--- config.mk ---
export PLATFORM = sky130hd
export DESIGN_NAME = add_vec_engine
export DESIGN_NICKNAME = d
export VERILOG_FILES = /design/src/rtl/add_vec_engine.sv
export SDC_FILE = /design/constraint.sdc
export NUM_CORES = 2
export LEC_CHECK = 0
export CAP_MARGIN = 0
export CORE_AREA = 2 2 506 508
export DETAILED_ROUTE_END_ITERATION = 7
export DIE_AREA = 0 0 508 510
export SLEW_MARGIN = 20
export SYNTH_ARGS = -nofsm -noshare
export SYNTH_HDL_FRONTEND = slang
export SYNTH_SLANG_ARGS = --single-unit
--- constraint.sdc ---
create_clock -name clk -period 3.5 [get_ports clk]
set_clock_uncertainty 0.05 [all_clocks]
set_input_delay 0.35 -clock clk [delete_from_list [all_inputs] [get_ports clk]]
set_output_delay 0.35 -clock clk [all_outputs]
set_load 0.05 [all_outputs]
--- src/rtl/add_vec_engine.sv ---
// add_vec_engine: streams NUM_LINES cache lines from SRC_ADDR, adds the low-half
// lanes (A) to the high-half lanes (B) with wrap or unsigned saturation, and writes
// each result line to DST_ADDR. One read outstanding at a time; write completions
// are counted into LINES_DONE.
// Ports:
//   clk, reset_n                         clock, async active-low reset
//   mmio_wr_valid/rd_valid/addr/tid/wr_data   MMIO CSR access (addr in 32-bit words)
//   mmio_rd_rsp_valid/tid/data           MMIO read response, one cycle after the read
//   rd_req_valid/addr, rd_req_almfull    memory read request channel
//   rd_rsp_valid/data                    memory read response
//   wr_req_valid/addr/data, wr_req_almfull    memory write request channel
//   wr_rsp_valid                         one completion per issued write
module add_vec_engine #(
  parameter int unsigned DATA_W = 8,
  parameter int unsigned LINE_W = 512,
  parameter int unsigned ADDR_W = 42,
  parameter int unsigned CNT_W  = 16
) (
  input  logic              clk,
  input  logic              reset_n,
  input  logic              mmio_wr_valid,
  input  logic              mmio_rd_valid,
  input  logic [15:0]       mmio_addr,
  input  logic [8:0]        mmio_tid,
  input  logic [63:0]       mmio_wr_data,
  output logic              mmio_rd_rsp_valid,
  output logic [8:0]        mmio_rd_rsp_tid,
  output logic [63:0]       mmio_rd_rsp_data,
  output logic              rd_req_valid,
  output logic [ADDR_W-1:0] rd_req_addr,
  input  logic              rd_req_almfull,
  input  logic              rd_rsp_valid,
  input  logic [LINE_W-1:0] rd_rsp_data,
  output logic              wr_req_valid,
  output logic [ADDR_W-1:0] wr_req_addr,
  output logic [LINE_W-1:0] wr_req_data,
  input  logic              wr_req_almfull,
  input  logic              wr_rsp_valid
);

  localparam int unsigned LANES = LINE_W / (2 * DATA_W);
  localparam logic [15:0] A_SRC    = 16'h0010;
  localparam logic [15:0] A_DST    = 16'h0012;
  localparam logic [15:0] A_NUM    = 16'h0014;
  localparam logic [15:0] A_CTRL   = 16'h0016;
  localparam logic [15:0] A_STATUS = 16'h0018;

  typedef enum logic [2:0] {
    S_IDLE, S_RD_REQ, S_RD_WAIT, S_CALC, S_WR_REQ, S_DRAIN, S_DONE
  } state_t;

  state_t              state_q, state_d;
  logic [ADDR_W-1:0]   src_q, dst_q;
  logic [CNT_W-1:0]    num_q, idx_q, lines_done_q;
  logic                mode_q;
  logic [LINE_W-1:0]   line_q;

  logic                busy_c, done_c, start_c, rd_issue_c, wr_issue_c;
  logic [LINE_W-1:0]   res_c;
  logic [63:0]         rdata_c;
  logic [DATA_W:0]     sum_c;
  logic                unused_c;

  // Upper write-data bits never land in any CSR.
  assign unused_c = ^mmio_wr_data[63:ADDR_W];

  assign busy_c  = (state_q != S_IDLE) && (state_q != S_DONE);
  assign done_c  = (state_q == S_DONE);
  assign start_c = mmio_wr_valid && (mmio_addr == A_CTRL) && mmio_wr_data[0] && !busy_c;

  // State register.
  always_ff @(posedge clk or negedge reset_n) begin
    if (!reset_n) state_q <= S_IDLE;
    else          state_q <= state_d;
  end

  // Next-state and request-issue decisions.
  always_comb begin
    state_d    = state_q;
    rd_issue_c = 1'b0;
    wr_issue_c = 1'b0;
    case (state_q)
      S_IDLE, S_DONE: begin
        if (start_c) state_d = (num_q == '0) ? S_DONE : S_RD_REQ;
      end
      S_RD_REQ: begin
        if (!rd_req_almfull) begin
          rd_issue_c = 1'b1;
          state_d    = S_RD_WAIT;
        end
      end
      S_RD_WAIT: begin
        if (rd_rsp_valid) state_d = S_CALC;
      end
      S_CALC: state_d = S_WR_REQ;
      S_WR_REQ: begin
        if (!wr_req_almfull) begin
          wr_issue_c = 1'b1;
          state_d    = ((idx_q + CNT_W'(1)) < num_q) ? S_RD_REQ : S_DRAIN;
        end
      end
      S_DRAIN: begin
        if (lines_done_q == num_q) state_d = S_DONE;
      end
      default: state_d = S_IDLE;
    endcase
  end

  // Per-lane add; saturation clamps on carry-out, upper half of the result stays zero.
  always_comb begin
    res_c = '0;
    sum_c = '0;
    for (int i = 0; i < int'(LANES); i++) begin
      sum_c = {1'b0, line_q[i*DATA_W +: DATA_W]} + {1'b0, line_q[(int'(LANES)+i)*DATA_W +: DATA_W]};
      res_c[i*DATA_W +: DATA_W] = (mode_q && sum_c[DATA_W]) ? '1 : sum_c[DATA_W-1:0];
    end
  end

  // CSR read mux.
  always_comb begin
    rdata_c = '0;
    case (mmio_addr)
      A_SRC:  rdata_c = 64'(src_q);
      A_DST:  rdata_c = 64'(dst_q);
      A_NUM:  rdata_c = 64'(num_q);
      A_CTRL: rdata_c[1] = mode_q;
      A_STATUS: begin
        rdata_c[0]          = busy_c;
        rdata_c[1]          = done_c;
        rdata_c[32 +: CNT_W] = lines_done_q;
      end
      default: rdata_c = '0;
    endcase
  end

  // CSRs, counters, datapath and registered outputs.
  always_ff @(posedge clk or negedge reset_n) begin
    if (!reset_n) begin
      src_q             <= '0;
      dst_q             <= '0;
      num_q             <= '0;
      mode_q            <= 1'b0;
      idx_q             <= '0;
      lines_done_q      <= '0;
      line_q            <= '0;
      rd_req_valid      <= 1'b0;
      rd_req_addr       <= '0;
      wr_req_valid      <= 1'b0;
      wr_req_addr       <= '0;
      wr_req_data       <= '0;
      mmio_rd_rsp_valid <= 1'b0;
      mmio_rd_rsp_tid   <= '0;
      mmio_rd_rsp_data  <= '0;
    end else begin
      if (mmio_wr_valid && !busy_c) begin
        case (mmio_addr)
          A_SRC:   src_q  <= mmio_wr_data[ADDR_W-1:0];
          A_DST:   dst_q  <= mmio_wr_data[ADDR_W-1:0];
          A_NUM:   num_q  <= mmio_wr_data[CNT_W-1:0];
          A_CTRL:  mode_q <= mmio_wr_data[1];
          default: ;
        endcase
      end

      // Completions count in every active state; stale ones after reset land in IDLE.
      if (start_c)
        lines_done_q <= '0;
      else if (wr_rsp_valid && (state_q != S_IDLE))
        lines_done_q <= lines_done_q + CNT_W'(1);

      rd_req_valid <= rd_issue_c;
      if (rd_issue_c) rd_req_addr <= src_q + ADDR_W'(idx_q);

      wr_req_valid <= wr_issue_c;
      if (start_c)
        idx_q <= '0;
      else if (wr_issue_c) begin
        wr_req_addr <= dst_q + ADDR_W'(idx_q);
        idx_q       <= idx_q + CNT_W'(1);
      end

      if ((state_q == S_RD_WAIT) && rd_rsp_valid) line_q <= rd_rsp_data;
      if (state_q == S_CALC) wr_req_data <= res_c;

      mmio_rd_rsp_valid <= mmio_rd_valid;
      if (mmio_rd_valid) begin
        mmio_rd_rsp_tid  <= mmio_tid;
        mmio_rd_rsp_data <= rdata_c;
      end
    end
  end

endmodule

---- After elaboration in Yosys (flattened, before gate mapping) ----
Index checks and enable logic that the tools add are counted.
W data, S select, Z words.
operators by class
  $add $sub $neg .......................... 36
  $lt $le $gt $ge ......................... 1
  eq/ne operators ......................... 18
  mux-type cells .......................... 52
  bitwise logic cells ..................... 1
  reduce and logical (&&, ||, !) cells .... 52
operators by type and width
  operator                 number
  $add A8 B8 Y9            32
  $mux W8                  32
  $pmux W30 S3             1
  $add A42 B16 Y42         2
  $eq A16 B5 Y1 const B    5
  $mux W16                 4
  $pmux W16 S3             1
  $logic_and A1 B1 Y1      39
  $add A16 B1 Y16 const B  2
  $mux W3                  7
  $pmux W3 S6              1
  $eq A16 B16 Y1           1
  $logic_not A16 Y1        1
  $lt A16 B16 Y1           1
  $ne A2 B2 Y1 const B     5
  $reduce_and A2 Y1        5
  $eq A3 B3 Y1 const B     3
  $eq A3 B2 Y1 const B     2
  $pmux W1 S5              1
  $reduce_and A5 Y1        1
  $mux W1                  4
  $pmux W1 S4              1
  $reduce_bool A2 Y1       2
  $eq A3 B1 Y1 const B     1
  6 further kinds          6
word-level totals
  flip-flop bits (word level) ............. 1048
  input port bits ......................... 609
  output and inout port bits .............. 672
  logic and storage cells ................. 176

---- Longest topological paths before layout ----
  depth after elaboration ................. 6
  depth in mapped cells ................... 14
  depth with buffers taken out ............ 13

---- Least setup slack after synthesis ----
No wires, ideal clock.
  kind .................................... reg2reg
  from .................................... reg idx_q[2]
  to ...................................... reg state_q[2]
  setup time .............................. 0.144 ns
  arrival time ............................ 2.610 ns
  required time ........................... 3.306 ns
  slack ................................... 0.696 ns
  cell stages (with the launch flop) ...... 14
  path buffers ............................ 1
  period minus slack after synthesis ...... 2.804 ns
  cells stage by stage .................... dfrtp_1 -> and3_1 -> and4_1 -> clkbuf_1 -> nor2b_1 -> and3_1 -> xor2_1 -> ha_1 -> a21o_1 -> a21o_1 -> a21oi_1 -> nand2_1 -> a31oi_1 -> a31oi_1
between the ends
  word-level cells in the longest chain between the ends .. 5
ends and longest elaborated chain
  element                   RTL line  text
  start: declaration        54        logic [CNT_W-1:0] num_q, idx_q, lines_done_q;
  start signal: assignment  179       idx_q <= idx_q + CNT_W'(1);
  $add A16 B1 Y16           99        state_d = ((idx_q + CNT_W'(1)) < num_q) ? S_RD_REQ : S_DRAIN;
  $lt A16 B16 Y1            99
  $mux W3                   99
  $mux W3                   97        if (!wr_req_almfull) begin
  $pmux W3 S6               82        case (state_q)
  end signal: assignment    74        else state_q <= state_d;
  end: declaration          52        state_t state_q, state_d;
No other way between the ends. The select of a mux whose other input is x is not followed.
A chain may end at the register's enable or synchronous reset.

---- Final worst setup path ----
  from .................................... reg idx_q[0]
  to ...................................... reg state_q[2]
The elaborated chain is that of the path after synthesis.

==> summary by stage <==
Final layout
The post-route netlist has 14.12% of its cells at a drive strength greater than 1. The final-layout fill cell count is 25,990. The total non-filler cell area in the finished layout is 74,050 sq um. The area added between synthesis and finish is 34.61%. The leading cell type in the layout, fill and taps excluded is dfrtp_1. In the final layout, the multi-input gates occupy between 20,000 and 30,000 sq um. In the layout the commonest cells are dfrtp_1 (1,047), clkdlybuf4s50_1 (983), mux2_2 (559), o21ai_0 (460), nor2_1 (416). Summing all flip-flop and latch instances after layout gives between 20,000 and 30,000 sq um.

The final net count is 7,287.

Placed design
The routability congestion estimate is around 0.92. Detailed placement finished with a half-perimeter wire length of between 150 and 200 mm. The number of buffer cells added on primary ports is between 900 and 1,000. Once placement finished, the instance area stood at 68,550 sq um.

Setup path
The kind of cell adding the most delay to the critical path is simple AND/OR/NAND/NOR gates. STA classifies the critical path startpoint as a flip-flop. The critical path is of the flip-flop to flip-flop type. The required time of the worst setup path is about 4 ns.

The critical path endpoint category is a flip-flop. The largest single stage delay on the critical path is approximately 0.5 ns. The number of buffer and inverter instances along the worst setup path is 0. The data arrival time of the critical path is approximately 3.8 ns. The critical path goes through and2_1 -> and4_1 -> nor2b_1 -> and3_1 -> xor2_1 -> ha_1 -> a21o_1 -> a21o_1 -> a21oi_1 -> nand2_1 -> a31oi_1 -> a31oi_1. Of all nets on the critical path, the largest fanout is 7. The slowest stage cell on the critical path is dfrtp_1.

Yosys
The count of flip-flops with a built-in enable after synthesis is 0. After synthesis, the share of flip-flops with an asynchronous set or reset is 100.0%. Summing every instance area after synthesis gives roughly 55,000 sq um.

In this run, synthesis produced a sequential element count of between 1,000 and 1,500. In this run, distinct cell masters in the synthesized netlist total 80. Ranked by total cell area, the synthesized netlist is headed by dfrtp_1 (48%), mux2_2 (11%), ha_1 (6.9%), o21ai_0 (4.2%), buf_4 (3.8%).

The prevailing post-synth register cell is dfrtp_1. In this run the biggest area consumer among cell types represents a little under half of the synthesized area. Summing the sequential cell areas from Yosys gives 47.67% of the chip area. The largest total area in the synthesized netlist belongs to dfrtp_1. Yosys printed 0 warnings. The instance count of the mapped netlist is 5,197.

Dividing the synthesized area by the synthesized cell count gives about 11 sq um.

Clock tree
The total CTS buffers is 121. The post-CTS setup buffer count is 0. The clock slew at the register clock pins of the worst setup and hold paths is roughly 0.06 ns.

After clock tree synthesis, the flow added hold-fix buffers numbering ~120. The latest clock arrival within the worst-skew pair is 0.79 ns. The number of H-tree branching levels is 3. TritonCTS built the clock tree. The number of clock sinks is 1,048.

The clock root buffer is clkbuf_16. The clock passes through at most 3 buffers. The number of gates resized after CTS is 0.

Die
The standard-cell row count is between 150 and 200. about 1,300 I/O pins were placed. The total area inside the core boundary comes to 253,500 sq um. The initial core utilization is between 20% and 30%. The die outline area is 259,100 sq um. The floorplan die width is roughly 510 microns. The floorplan step set the die height to a little over 500 microns.

STA
Headroom to the max-slew limit came out at a little over a third. The transition time at the pin with the least slew margin is 0.9524 ns. Counting I/O delays and the setup requirement, the final critical path takes 3.197 ns. The max-slew violation count is 0. Setup violations remaining at the end of the flow were counted as 0. The final period utilization is between 90% and 100%. Summed over all failing endpoints, the final setup total negative slack is 0 ns. The final-report hold violation count is 0. Setup repair after global routing left no endpoint under its margin. The worst hold margin is a little over 0.1 ns. The highest clock rate is roughly 310 MHz.

Global route
The global-route wire length before repair is 288.6 mm. The overall overflow remaining after global route is 0. The number of antenna violations at the first check in global routing is ~70. Entering global routing, the biggest net connects approximately 110 pins. The via count of the first global-routing pass was ~43,000. In the global route stage, overall resource usage came out at ~15%.

Power
For this design the ratio of total power to cell area is between 800 and 900 nW/um^2. The peak supply drop is between 0.0005 and 0.0006 V. The leakage power figure is approximately 0.032 uW.

Routing
The via density per instance is between 4 and 5. The via count is 42,950. The total DRC errors in the routed layout is 0. For this run, the detailed router's first-pass iteration total came to 5.

The aggregate routed wire length is between 150 and 200 mm. The remaining number of nets flagged by the antenna check after routing is 0. For this block, the initial DRC count from the detailed router was between 2,000 and 3,000. After detailed routing, the average wire length per cell comes to 20.24 microns.

Outcome
The run finished with clean final reports.

Run
The number of max-cap violations is 0.

Hold path
The tightest min-delay check is of the input port to flip-flop type.
logic make-up (layout without fill, tap and decap cells):
family	after synthesis	count (layout)	share of synthesized area, %
compound gates	1176	1176	12.91
flops	1048	1048	47.67
buf+inv	761	1732	7.253
other cells	1	308	0.006816
simple gates	1051	1051	8.278
fa+ha+maj	339	339	8.174
xor+xnor	229	229	3.646
mux	592	592	12.07
worst reg2reg max path, cell delays in order (launching register included):
cell	delay (ns)
dfrtp_1	0.49
and2_1	0.23
and4_1	0.32
nor2b_1	0.34
and3_1	0.26
xor2_1	0.16
ha_1	0.26
a21o_1	0.16
a21o_1	0.17
a21oi_1	0.26
nand2_1	0.09
a31oi_1	0.18
a31oi_1	0.10
worst paths after layout:
kind,startpoint,slack (ns),depth (start not counted),endpoint
setup / recovery,idx_q[0],0.30,12,state_q[2]
hold / removal,rd_rsp_data[13],0.10,2,line_q[13]
setup reg to reg,idx_q[0],0.30,12,state_q[2]
hold reg to reg,wr_req_data[216],0.42,2,wr_req_data[216]
max in group asynchronous,reset_n,1.93,3,line_q[382]
min in group asynchronous,reset_n,0.15,2,wr_req_addr[12]
state kept, by name, indices dropped and copies added (netlist names):
name               flops
dst_q                 42
rd_req_addr           42
mode_q                 1
wr_req_valid           1
mmio_rd_rsp_tid        9
line_q               512
mmio_rd_rsp_data      48
num_q                 16
wr_req_addr           42
lines_done_q          16
state_q                3
idx_q                 16
src_q                 42
mmio_rd_rsp_valid      1
rd_req_valid           1
wr_req_data          256
metal layers:
| metal | global-route usage (%) | vias up | part of all wire, % |
|---|---|---|---|
| li1 | - | 19990 | - |
| met1 | 16.71 | 21020 | 38 |
| met2 | 26.29 | 1533 | 50 |
| met3 | 4.561 | 350 | 7.6 |
| met4 | 5.415 | 44 | 3.8 |
| met5 | 0 | - | 0.13 |
power breakdown:
| group | leakage, uW | internal [uW] | switching [uW] | total (uW) |
|---|---|---|---|---|
| clock network | 0.00205 | 7760 | 5600 | 13400 |
| registers | 0.0130 | 16700 | 3400 | 20100 |
| logic | 0.0169 | 12600 | 18600 | 31200 |
per-stage QoR:
stage | instances | power, uW | setup WS, ns | utilization, %
floorplan | 5468 | 40850 | 0.6961 | -
global placement | 9460 | 50970 | 0.2554 | 27.05
detailed placement | 9460 | 51560 | 0.2456 | 27.05
CTS | 9805 | 65520 | 0.2344 | 29.18
global route | 9830 | 69140 | 0.1178 | 29.21
finish | 9841 | 64700 | 0.3026 | 29.22
area by class of cell:
| cell class | count | share of cell area (%) |
|---|---|---|
| Antenna cell | 36 | 0.1217 |
| Clock buffer | 169 | 4.645 |
| Clock inverter | 54 | 1.015 |
| Inverter | 281 | 1.424 |
| Multi-Input combinational cell | 3659 | 34.91 |
| Sequential cell | 1048 | 35.42 |
| Tap cell | 3366 | 5.687 |
| Timing Repair Buffer | 1228 | 16.78 |
synth_stat cells (32+ instances only):
cell type / number
nor2b_1: 42
clkbuf_1: 114
a21oi_1: 196
xor2_1: 155
mux2_2: 559
o31ai_1: 40
nand2_1: 391
ha_1: 305
fa_1: 34
nand3_1: 61
buf_2: 77
xnor2_1: 74
mux2i_1: 32
a21o_1: 44
nor2_1: 416
buf_4: 276
o21a_1: 34
o22a_1: 32
inv_1: 281
a21boi_0: 34
o211ai_1: 44
dfrtp_1: 1048
o21ai_0: 460
a31oi_1: 177
o2bb2ai_1: 32
Power figures use the tool's default switching activity.
